==> src/rtl/reorder_buffer_pkg.sv <==
// Shared definitions for the reorder buffer slice.
//   ROBSIZE / ROBINDEX : default entry count and rename-tag width
//   rob_type_e         : instruction class held by each entry
//   operand_t          : result of an operand lookup (ready flag + value)
package reorder_buffer_pkg;

    localparam int ROBSIZE  = 16;
    localparam int ROBINDEX = 4;

    typedef enum logic [1:0] {
        ROB_TYPE_NORMAL = 2'd0,
        ROB_TYPE_BRANCH = 2'd1,
        ROB_TYPE_STORE  = 2'd2,
        ROB_TYPE_JALR   = 2'd3
    } rob_type_e;

    typedef struct packed {
        logic        ready;
        logic [31:0] value;
    } operand_t;

endpackage

==> src/rtl/reorder_buffer_operand_lookup.sv <==
// rob_operand_lookup: combinational operand read for the reservation stations.
//   q1_tag/q2_tag       : tags being looked up
//   ready/value         : stored per-entry result state
//   alu_fwd/lsb_fwd     : a CDB write that is actually being accepted this cycle
//   q*_ready/q*_value   : result availability; value reads 0 while not ready
module rob_operand_lookup
    import reorder_buffer_pkg::*;
#(
    parameter int ROB_SIZE = ROBSIZE,
    parameter int IDX_W    = ROBINDEX
) (
    input  logic [IDX_W-1:0]            q1_tag,
    input  logic [IDX_W-1:0]            q2_tag,
    input  logic [ROB_SIZE-1:0]         ready,
    input  logic [ROB_SIZE-1:0][31:0]   value,
    input  logic                        alu_fwd,
    input  logic [IDX_W-1:0]            alu_tag,
    input  logic [31:0]                 alu_value,
    input  logic                        lsb_fwd,
    input  logic [IDX_W-1:0]            lsb_tag,
    input  logic [31:0]                 lsb_value,
    output logic                        q1_ready,
    output logic                        q2_ready,
    output logic [31:0]                 q1_value,
    output logic [31:0]                 q2_value
);

    // ALU forward takes priority over LSB, which takes priority over stored
    // state; a result being written right now is newer than what the array holds.
    function automatic operand_t read_operand(
        input logic [IDX_W-1:0]          tag,
        input logic [ROB_SIZE-1:0]       rdy_vec,
        input logic [ROB_SIZE-1:0][31:0] val_vec,
        input logic                      a_fwd,
        input logic [IDX_W-1:0]          a_tag,
        input logic [31:0]               a_val,
        input logic                      l_fwd,
        input logic [IDX_W-1:0]          l_tag,
        input logic [31:0]               l_val
    );
        operand_t res;
        res.ready = 1'b0;
        res.value = 32'd0;
        if (a_fwd && (a_tag == tag)) begin
            res.ready = 1'b1;
            res.value = a_val;
        end else if (l_fwd && (l_tag == tag)) begin
            res.ready = 1'b1;
            res.value = l_val;
        end else if (rdy_vec[tag]) begin
            res.ready = 1'b1;
            res.value = val_vec[tag];
        end
        return res;
    endfunction

    operand_t op1;
    operand_t op2;

    always_comb begin
        op1 = read_operand(q1_tag, ready, value, alu_fwd, alu_tag, alu_value,
                           lsb_fwd, lsb_tag, lsb_value);
        op2 = read_operand(q2_tag, ready, value, alu_fwd, alu_tag, alu_value,
                           lsb_fwd, lsb_tag, lsb_value);
    end

    assign q1_ready = op1.ready;
    assign q1_value = op1.value;
    assign q2_ready = op2.ready;
    assign q2_value = op2.value;

endmodule

==> src/rtl/reorder_buffer.sv <==
// reorder_buffer: in-order retirement buffer for the Tomasulo core.
//   Dispatch side : alloc_valid/type/rd/pc/pred in, alloc_tag (= tail) and rob_full out
//   Operand side  : q1_tag/q2_tag in, q*_ready/q*_value out (with CDB forward)
//   CDB side      : alu_valid/tag/value/taken/target and lsb_valid/tag/value in
//   Commit side   : commit_en/rd/tag/value, store_commit/store_tag, jump_wrong/jump_pc
//                   (all registered, one-cycle pulses)
//   rdy low freezes every piece of state, including the registered outputs.
module reorder_buffer
    import reorder_buffer_pkg::*;
#(
    parameter int ROB_SIZE = ROBSIZE,
    parameter int IDX_W    = ROBINDEX
) (
    input  logic              clk,
    input  logic              rst,
    input  logic              rdy,
    input  logic              alloc_valid,
    input  logic [1:0]        alloc_type,
    input  logic [4:0]        alloc_rd,
    input  logic [31:0]       alloc_pc,
    input  logic              alloc_pred,
    output logic [IDX_W-1:0]  alloc_tag,
    output logic              rob_full,
    input  logic [IDX_W-1:0]  q1_tag,
    input  logic [IDX_W-1:0]  q2_tag,
    output logic              q1_ready,
    output logic              q2_ready,
    output logic [31:0]       q1_value,
    output logic [31:0]       q2_value,
    input  logic              alu_valid,
    input  logic [IDX_W-1:0]  alu_tag,
    input  logic [31:0]       alu_value,
    input  logic              alu_taken,
    input  logic [31:0]       alu_target,
    input  logic              lsb_valid,
    input  logic [IDX_W-1:0]  lsb_tag,
    input  logic [31:0]       lsb_value,
    output logic              commit_en,
    output logic [4:0]        commit_rd,
    output logic [IDX_W-1:0]  commit_tag,
    output logic [31:0]       commit_value,
    output logic              store_commit,
    output logic [IDX_W-1:0]  store_tag,
    output logic              jump_wrong,
    output logic [31:0]       jump_pc
);

    localparam logic [IDX_W:0] FULL_COUNT = (IDX_W+1)'(ROB_SIZE);

    // Pointers and occupancy
    logic [IDX_W-1:0] head;
    logic [IDX_W-1:0] tail;
    logic [IDX_W:0]   count;

    // Entry state: busy/ready are control and reset; payload is data and does not
    logic [ROB_SIZE-1:0]        busy;
    logic [ROB_SIZE-1:0]        ready;
    rob_type_e                  type_q   [ROB_SIZE];
    logic [4:0]                 rd_q     [ROB_SIZE];
    logic [31:0]                pc_q     [ROB_SIZE];
    logic                       pred_q   [ROB_SIZE];
    logic                       taken_q  [ROB_SIZE];
    logic [31:0]                target_q [ROB_SIZE];
    logic [ROB_SIZE-1:0][31:0]  value_q;

    logic flush;
    logic alloc_fire;
    logic alu_fire;
    logic lsb_fire;
    logic commit_fire;

    rob_type_e   head_type;
    logic [4:0]  head_rd;
    logic [31:0] head_pc;
    logic        head_pred;
    logic        head_taken;
    logic [31:0] head_target;
    logic [31:0] head_value;

    assign alloc_tag = tail;
    assign rob_full  = (count == FULL_COUNT);

    // The cycle jump_wrong is high is the flush cycle: everything younger than
    // the mispredicted instruction is discarded, so no alloc, CDB or commit.
    assign flush       = jump_wrong;
    assign alloc_fire  = rdy && !flush && alloc_valid && !rob_full;
    assign alu_fire    = rdy && !flush && alu_valid && busy[alu_tag];
    assign lsb_fire    = rdy && !flush && lsb_valid && busy[lsb_tag];
    // Uses the registered ready bit, so a result written this cycle retires next cycle.
    assign commit_fire = rdy && !flush && busy[head] && ready[head];

    assign head_type   = type_q[head];
    assign head_rd     = rd_q[head];
    assign head_pc     = pc_q[head];
    assign head_pred   = pred_q[head];
    assign head_taken  = taken_q[head];
    assign head_target = target_q[head];
    assign head_value  = value_q[head];

    rob_operand_lookup #(
        .ROB_SIZE (ROB_SIZE),
        .IDX_W    (IDX_W)
    ) u_lookup (
        .q1_tag    (q1_tag),
        .q2_tag    (q2_tag),
        .ready     (ready),
        .value     (value_q),
        .alu_fwd   (alu_fire),
        .alu_tag   (alu_tag),
        .alu_value (alu_value),
        .lsb_fwd   (lsb_fire),
        .lsb_tag   (lsb_tag),
        .lsb_value (lsb_value),
        .q1_ready  (q1_ready),
        .q2_ready  (q2_ready),
        .q1_value  (q1_value),
        .q2_value  (q2_value)
    );

    // Control: pointers, entry flags and registered commit outputs
    always_ff @(posedge clk) begin
        if (rst) begin
            head         <= '0;
            tail         <= '0;
            count        <= '0;
            busy         <= '0;
            ready        <= '0;
            commit_en    <= 1'b0;
            commit_rd    <= '0;
            commit_tag   <= '0;
            commit_value <= '0;
            store_commit <= 1'b0;
            store_tag    <= '0;
            jump_wrong   <= 1'b0;
            jump_pc      <= '0;
        end else if (rdy) begin
            commit_en    <= 1'b0;
            store_commit <= 1'b0;
            jump_wrong   <= 1'b0;
            if (flush) begin
                head  <= '0;
                tail  <= '0;
                count <= '0;
                busy  <= '0;
                ready <= '0;
            end else begin
                if (alu_fire) ready[alu_tag] <= 1'b1;
                if (lsb_fire) ready[lsb_tag] <= 1'b1;
                // Alloc only targets a free slot, so it never collides with the head
                if (alloc_fire) begin
                    busy[tail]  <= 1'b1;
                    ready[tail] <= 1'b0;
                    tail        <= tail + 1'b1;
                end
                if (commit_fire) begin
                    busy[head]  <= 1'b0;
                    ready[head] <= 1'b0;
                    head        <= head + 1'b1;
                    commit_tag  <= head;
                    case (head_type)
                        ROB_TYPE_NORMAL: begin
                            commit_en    <= 1'b1;
                            commit_rd    <= head_rd;
                            commit_value <= head_value;
                        end
                        ROB_TYPE_STORE: begin
                            store_commit <= 1'b1;
                            store_tag    <= head;
                        end
                        ROB_TYPE_BRANCH: begin
                            if (head_taken != head_pred) begin
                                jump_wrong <= 1'b1;
                                jump_pc    <= head_taken ? head_target : head_pc + 32'd4;
                            end
                        end
                        ROB_TYPE_JALR: begin
                            commit_en    <= 1'b1;
                            commit_rd    <= head_rd;
                            commit_value <= head_value;
                            jump_wrong   <= 1'b1;
                            jump_pc      <= head_target;
                        end
                        default: ;
                    endcase
                end
                count <= count + (IDX_W+1)'(alloc_fire) - (IDX_W+1)'(commit_fire);
            end
        end
    end

    // Data: entry payload, written only on accepted alloc / CDB events
    always_ff @(posedge clk) begin
        if (alloc_fire) begin
            type_q[tail]  <= rob_type_e'(alloc_type);
            rd_q[tail]    <= alloc_rd;
            pc_q[tail]    <= alloc_pc;
            pred_q[tail]  <= alloc_pred;
            taken_q[tail] <= 1'b0;
        end
        if (alu_fire) begin
            value_q[alu_tag]  <= alu_value;
            taken_q[alu_tag]  <= alu_taken;
            target_q[alu_tag] <= alu_target;
        end
        if (lsb_fire) begin
            value_q[lsb_tag] <= lsb_value;
        end
    end

endmodule
==> config.mk <==
export PLATFORM = sky130hd
export DESIGN_NAME = reorder_buffer
export DESIGN_NICKNAME = d
export VERILOG_FILES = /design/src/rtl/reorder_buffer_pkg.sv /design/src/rtl/reorder_buffer_operand_lookup.sv /design/src/rtl/reorder_buffer.sv
export SDC_FILE = /design/constraint.sdc
export NUM_CORES = 2
export LEC_CHECK = 0
export CORE_ASPECT_RATIO = 1.5
export CORE_MARGIN = 4
export CORE_UTILIZATION = 56
export DETAILED_ROUTE_END_ITERATION = 7
export PLACE_DENSITY = 0.8
export SLEW_MARGIN = 0
export SYNTH_ARGS = -nofsm -noshare
export SYNTH_HDL_FRONTEND = slang
export SYNTH_SLANG_ARGS = --single-unit
==> constraint.sdc <==
create_clock -name clk -period 7.05 [get_ports clk]
set_clock_uncertainty 0.2 [all_clocks]
set_input_delay 1.0575 -clock clk [delete_from_list [all_inputs] [get_ports clk]]
set_output_delay 1.0575 -clock clk [all_outputs]
set_load 0.05 [all_outputs]
After elaboration in Yosys (flattened, before gate mapping):

Memories as Yosys holds them, arrays and structs flattened. A register that Yosys moved wholly into a read port is not among the register bits.
Cells that the tools add are included.

* register bits: 632
* RAM bits: 1168
* output and inout port bits: 151
* logic and storage cells: 190
* memories kept: 6

* add/sub/neg operators: 5
* order comparisons: 10
* equality and inequality tests: 10
* multiplexer cells: 92
* bitwise logic cells: 9
* reductions and logical operators: 30

Memory list
* pc_q: words 16, bits a word 32, read ports 1, clocked after Yosys merged registers in 1, write ports 1, RTL line reorder_buffer.sv:60 `logic [31:0] pc_q [ROB_SIZE];`
* target_q: words 16, bits a word 32, read ports 1, clocked after Yosys merged registers in 1, write ports 1, RTL line reorder_buffer.sv:63 `logic [31:0] target_q [ROB_SIZE];`
* rd_q: words 16, bits a word 5, read ports 1, clocked after Yosys merged registers in 1, write ports 1, RTL line reorder_buffer.sv:59 `logic [4:0] rd_q [ROB_SIZE];`
* type_q: words 16, bits a word 2, read ports 1, clocked after Yosys merged registers in 1, write ports 1, RTL line reorder_buffer.sv:58 `rob_type_e type_q [ROB_SIZE];`
* pred_q: words 16, bits a word 1, read ports 1, clocked after Yosys merged registers in 1, write ports 1, RTL line reorder_buffer.sv:61 `logic pred_q [ROB_SIZE];`
* taken_q: words 16, bits a word 1, read ports 1, clocked after Yosys merged registers in 1, write ports 2, RTL line reorder_buffer.sv:62 `logic taken_q [ROB_SIZE];`

Operator list (count)
* $bwmux 512: 2
* $mux 512: 2
* $bmux 32 s4: 3
* $mux 16: 20
* $demux 32 s4: 2
* $mux 32: 7
* $mux 33: 6
* $pmux 32 s2: 1
* $mux 4: 14
* $and 16x16->16: 3
* $or 16x16->16: 3
* $add 32x3->32 const B: 1
* $not 16->16: 2
* $lt 4x5->1 const B: 6
* $bmux 1 s4: 6
* $mux 1: 23
* $logic_and 1x1->1: 17
* $demux 1 s4: 4
* $eq 4x4->1: 4
* $ge 4x1->1 const B: 4
* $add 4x1->4 const B: 2
* $reduce_and 4->1: 2
* $reduce_bool 2->1: 3
* $add 5x1->5: 1
* 15 further kinds: 18

Logic depth before layout (Yosys ltp):

* depth in word-level cells: 22
* gate-level depth with buffers: 19

Hierarchy:

A second synthesis with hierarchy kept.

* cells, all modules: 6067
* area, all modules: 85705.9 µm²

By module, submodules not included
* reorder_buffer: instances 1, cells each 5183, area each 76266.9 µm², sequential area each 47905.9 µm²
* rob_operand_lookup: instances 1, cells each 884, area each 9439.1 µm², sequential area each 0.0 µm²

Worst setup path before layout:

Ideal clock, no wire load.

* path type: input port to flip-flop
* start: input rdy
* end: memory taken_q[3], enable pin
* arrival: 6.316 ns
* required time: 6.540 ns
* slack: 0.224 ns
* cell stages on the path: 6
* path buffers: 1
* path through: clkbuf_1 o311ai_1 nor2_1 inv_1 nor4_1 or2_2

RTL lines
* start: declaration: RTL line reorder_buffer.sv:16 `input logic rdy,`
* end: declaration: RTL line reorder_buffer.sv:62

Final worst setup path:

* start: input lsb_tag[0]
* end: output q2_value[23]

* word-level cells in the longest chain between the ends: 6

Ends and longest elaborated chain
* start: declaration: RTL line reorder_buffer.sv:36 `input logic [IDX_W-1:0] lsb_tag,`
* $bmux 1 s4: RTL line reorder_buffer.sv:88 `assign lsb_fire = rdy && !flush && lsb_valid && busy[lsb_tag];`
* $mux 1 (not written as such): RTL line reorder_buffer.sv:88
* $logic_and 1x1->1: RTL line reorder_buffer.sv:88
* $logic_and 1x1->1 (*): RTL line reorder_buffer_operand_lookup.sv:47 `end else if (l_fwd && (l_tag == tag)) begin`
* $mux 33 (*): RTL line reorder_buffer_operand_lookup.sv:47
* $mux 33 (*): RTL line reorder_buffer_operand_lookup.sv:44 `if (a_fwd && (a_tag == tag)) begin`
* end: declaration: RTL line reorder_buffer.sv:29 `output logic [31:0] q2_value,`

Every way passes the cells marked *; elsewhere a longest branch is shown, timed or not. The select of a mux whose other input is x is not followed.

==> metrics.txt <==
status=complete, no violations; core box area=152000 um^2; mapped cell area=85820 um^2; power after layout=21.64 mW; CP Class=in2out; required time worst endpoint=5.79 ns; number of synthesized flops with an enable pin=1168; first-pass GRT wire length=389300 um; Vias=57052; Synth area leaders=edfxtp_1, mux4_2, dfxtp_1; setup TNS=0 ns; cell count after synthesis=5922; Placement Setup Slack=0.6891 ns; multi-input logic area=35240 um^2; Layout Nets=6145; Starting Density=56.48%; slowest stage delay, CP=0.84 ns; Clock power frac=43.4%; clk sinks=1809; Peak VDD IR=0.2050 mV; Routed WL=268000 um; Final Hold Fails=0; most common cell in the netlist=edfxtp_1; 1st-pass router iterations=6; hold depth=2; full die area=159700 um^2; port buffer count=309; fill count=10688; Area Growth Syn to Fin=11.81%; Max Clk Rate=0.1553 GHz; Storage cell area=47930 um^2; GR Overflow Total=0; worst slew pin tran=1.301 ns; Pwr Density=225.5 nW/um^2; per-cell routed wire length=32.81 um; post-CTS sizing=0; Hold-fix buffers, CTS=0; max-cap viol count=0; end-of-flow core utilization=63.15%; Placed Area=90300 um^2; Flop pwr share=52.6%; vias in the first global route=57008; initial antenna violation count=42; Pleak=29.31 nW; layout cell share with drive strength beyond 1=21.69%; Num CTS Buffers=167; R2R depth=16; # Post-CTS Setup Buffers=0; syn_nets=6100; Post-route DRC=0; sw frac=22.11%; Die X=327.6 um; delay-heaviest family, CP=buffers and inverters; Die H=487.5 um; Synth warnings=0; prevailing post-synth register cell=edfxtp_1; unrepaired setup endpoints after global routing=false; critical path arrival=5.18 ns; Avg Inst Size Synth=14.49 um^2; startpoint types=input port; post-synth top area share=40.87%; Root Driver=clkbuf_16; Synth area leader=edfxtp_1; Ports=310; Iter 0 DRT Violations=8792; Hold Path Class=reg2reg; Worst Path Buf+Inv=3; largest net degree at the start of global routing=85; CP Depth=9; top post-synthesis cells by count=edfxtp_1, mux4_2, nand2_1; net switching power=4.784 mW; Final min period=6.437 ns; Setup-failing EPs final=0; #FFs+latches synth=1809; Antenna Violating Nets Remaining=0; Slowest cell on crit path=clkdlybuf4s50_1; Worst Path Max Fanout=29; gr usage total=33.39%; Final Max Slew Viols=0; Comb power frac=4.1%; GPL Wtd Cong=0.9002; TritonCTS clock tree=built; row count=175; part of the cycle the worst path needs=91.31%; Clock Path Buffers=3; Worst-Skew Late Latency=0.82 ns; fin area=95960 um^2; post-DP HPWL=156900 um; Slew headroom=13.25%; critical path cell sequence=clkdlybuf4s50_1 -> mux4_2 -> mux4_2 -> and3_1 -> nand2_2 -> buf_4 -> nand3_1 -> a31oi_1 -> clkdlybuf4s50_1; Seq/Total Area, Yosys=55.82%; Power Internal=16.85 mW; FFs w/ async S/R, synth=0%; Via density=6.984; H-Tree Level Count=4; Clk pin slew, worst setup/hold paths=0.06 ns; Cell variety after synth=87; worst setup margin=0.6127 ns; crit path capture type=output port
## path summary, 6_finish.rpt
| kind | start | to | slack, ns |
|---|---|---|---|
| hold reg to reg | commit_value[9] | commit_value[9] | 0.25 |
| hold / removal | commit_value[9] | commit_value[9] | 0.25 |
| setup reg to reg | head[1] | count[4] | 1.78 |
| setup / recovery | lsb_tag[0] | q2_value[23] | 0.61 |
## kinds of logic after synthesis
logic type	Yosys count	synth area share, %
muxes	1398	28.65
AOI/OAI and AO/OA	872	5.772
buffers and inverters	632	3.379
DFF	1809	55.82
and+or+nand+nor	1151	5.677
adders and majority gates	19	0.2858
xor gates and xnor gates	41	0.4184
## routing by layer
metal / routed length (um) / up-vias / track usage, %
li1: - / 23126 / -
met1: 89510 / 28459 / 41.55
met2: 127600 / 4398 / 53.29
met3: 33780 / 1047 / 9.687
met4: 17050 / 22 / 17.68
met5: 145 / - / 0
## sequential cells by signal, indices dropped and copies added, names as in the netlist, 5 cells and up, named ones only
signal,count
ready,16
value_q,512
taken_q,16
type_q,32
commit_value,32
jump_pc,32
busy,16
pc_q,512
count,5
target_q,512
rd_q,80
pred_q,16
commit_rd,5
## final cells by class
cell class / count / area share, %
flip-flops and latches: 1809 / 49.95
clock inverters: 80 / 0.9792
well taps: 2035 / 2.653
inverters: 42 / 0.1669
repair buffers: 466 / 4.603
multi-input cells: 3481 / 36.73
diodes: 29 / 0.07563
clock buffers: 227 / 4.845
## placed cells by master, fill, tap and decap left out, types with 9 or more instances in the layout
cell,n
edfxtp_1,1168
mux2i_1,565
inv_2,14
nand2_1,667
a211oi_1,15
o31ai_1,9
nor2_4,22
bufinv_16,15
nor2_1,229
o21ai_1,28
mux4_1,54
buf_4,164
o211ai_1,16
clkbuf_8,18
buf_12,16
clkbuf_1,38
xnor2_1,18
clkdlybuf4s50_1,280
and3_1,10
ha_1,18
inv_1,27
clkinv_2,26
dfxtp_1,634
nor3_1,16
clkbuf_16,170
a31oi_1,67
nand3_1,87
o21ai_0,445
nand2b_1,12
a22oi_1,21
diode_2,29
xor2_1,23
a21oi_1,196
nor2b_1,11
clkinv_1,16
mux4_2,776
and2_1,22
a221oi_1,9
## worst reg2reg max path: cells and delay by family, from the launching register on
kind | cells | cell delay (ns)
flops | 1 | 0.89
xor+xnor | 1 | 0.19
mux | 3 | 1.58
compound gates | 3 | 0.89
fa+ha+maj | 3 | 0.96
simple gates | 3 | 0.21
buf+inv | 3 | 0.22
## metrics by stage
stage	std cells	hold WS, ns
after detailed placement	7833	0.2479
after global routing	8148	0.2726
after floorplan	5922	0.2517
final	8169	0.2536
after CTS	8140	0.2563
after global placement	7833	0.2443
## power by group through the flow
stage,clock [mW],sequential (mW),combinational [mW]
CTS,9.42,11.4,0.858
global placement,0,11.6,0.829
floorplan,0,11.6,0.476
detailed placement,0,11.6,0.850
finish,9.39,11.4,0.880
global route,9.88,11.4,0.918
Note: power is estimated with default switching activity, not from simulation.
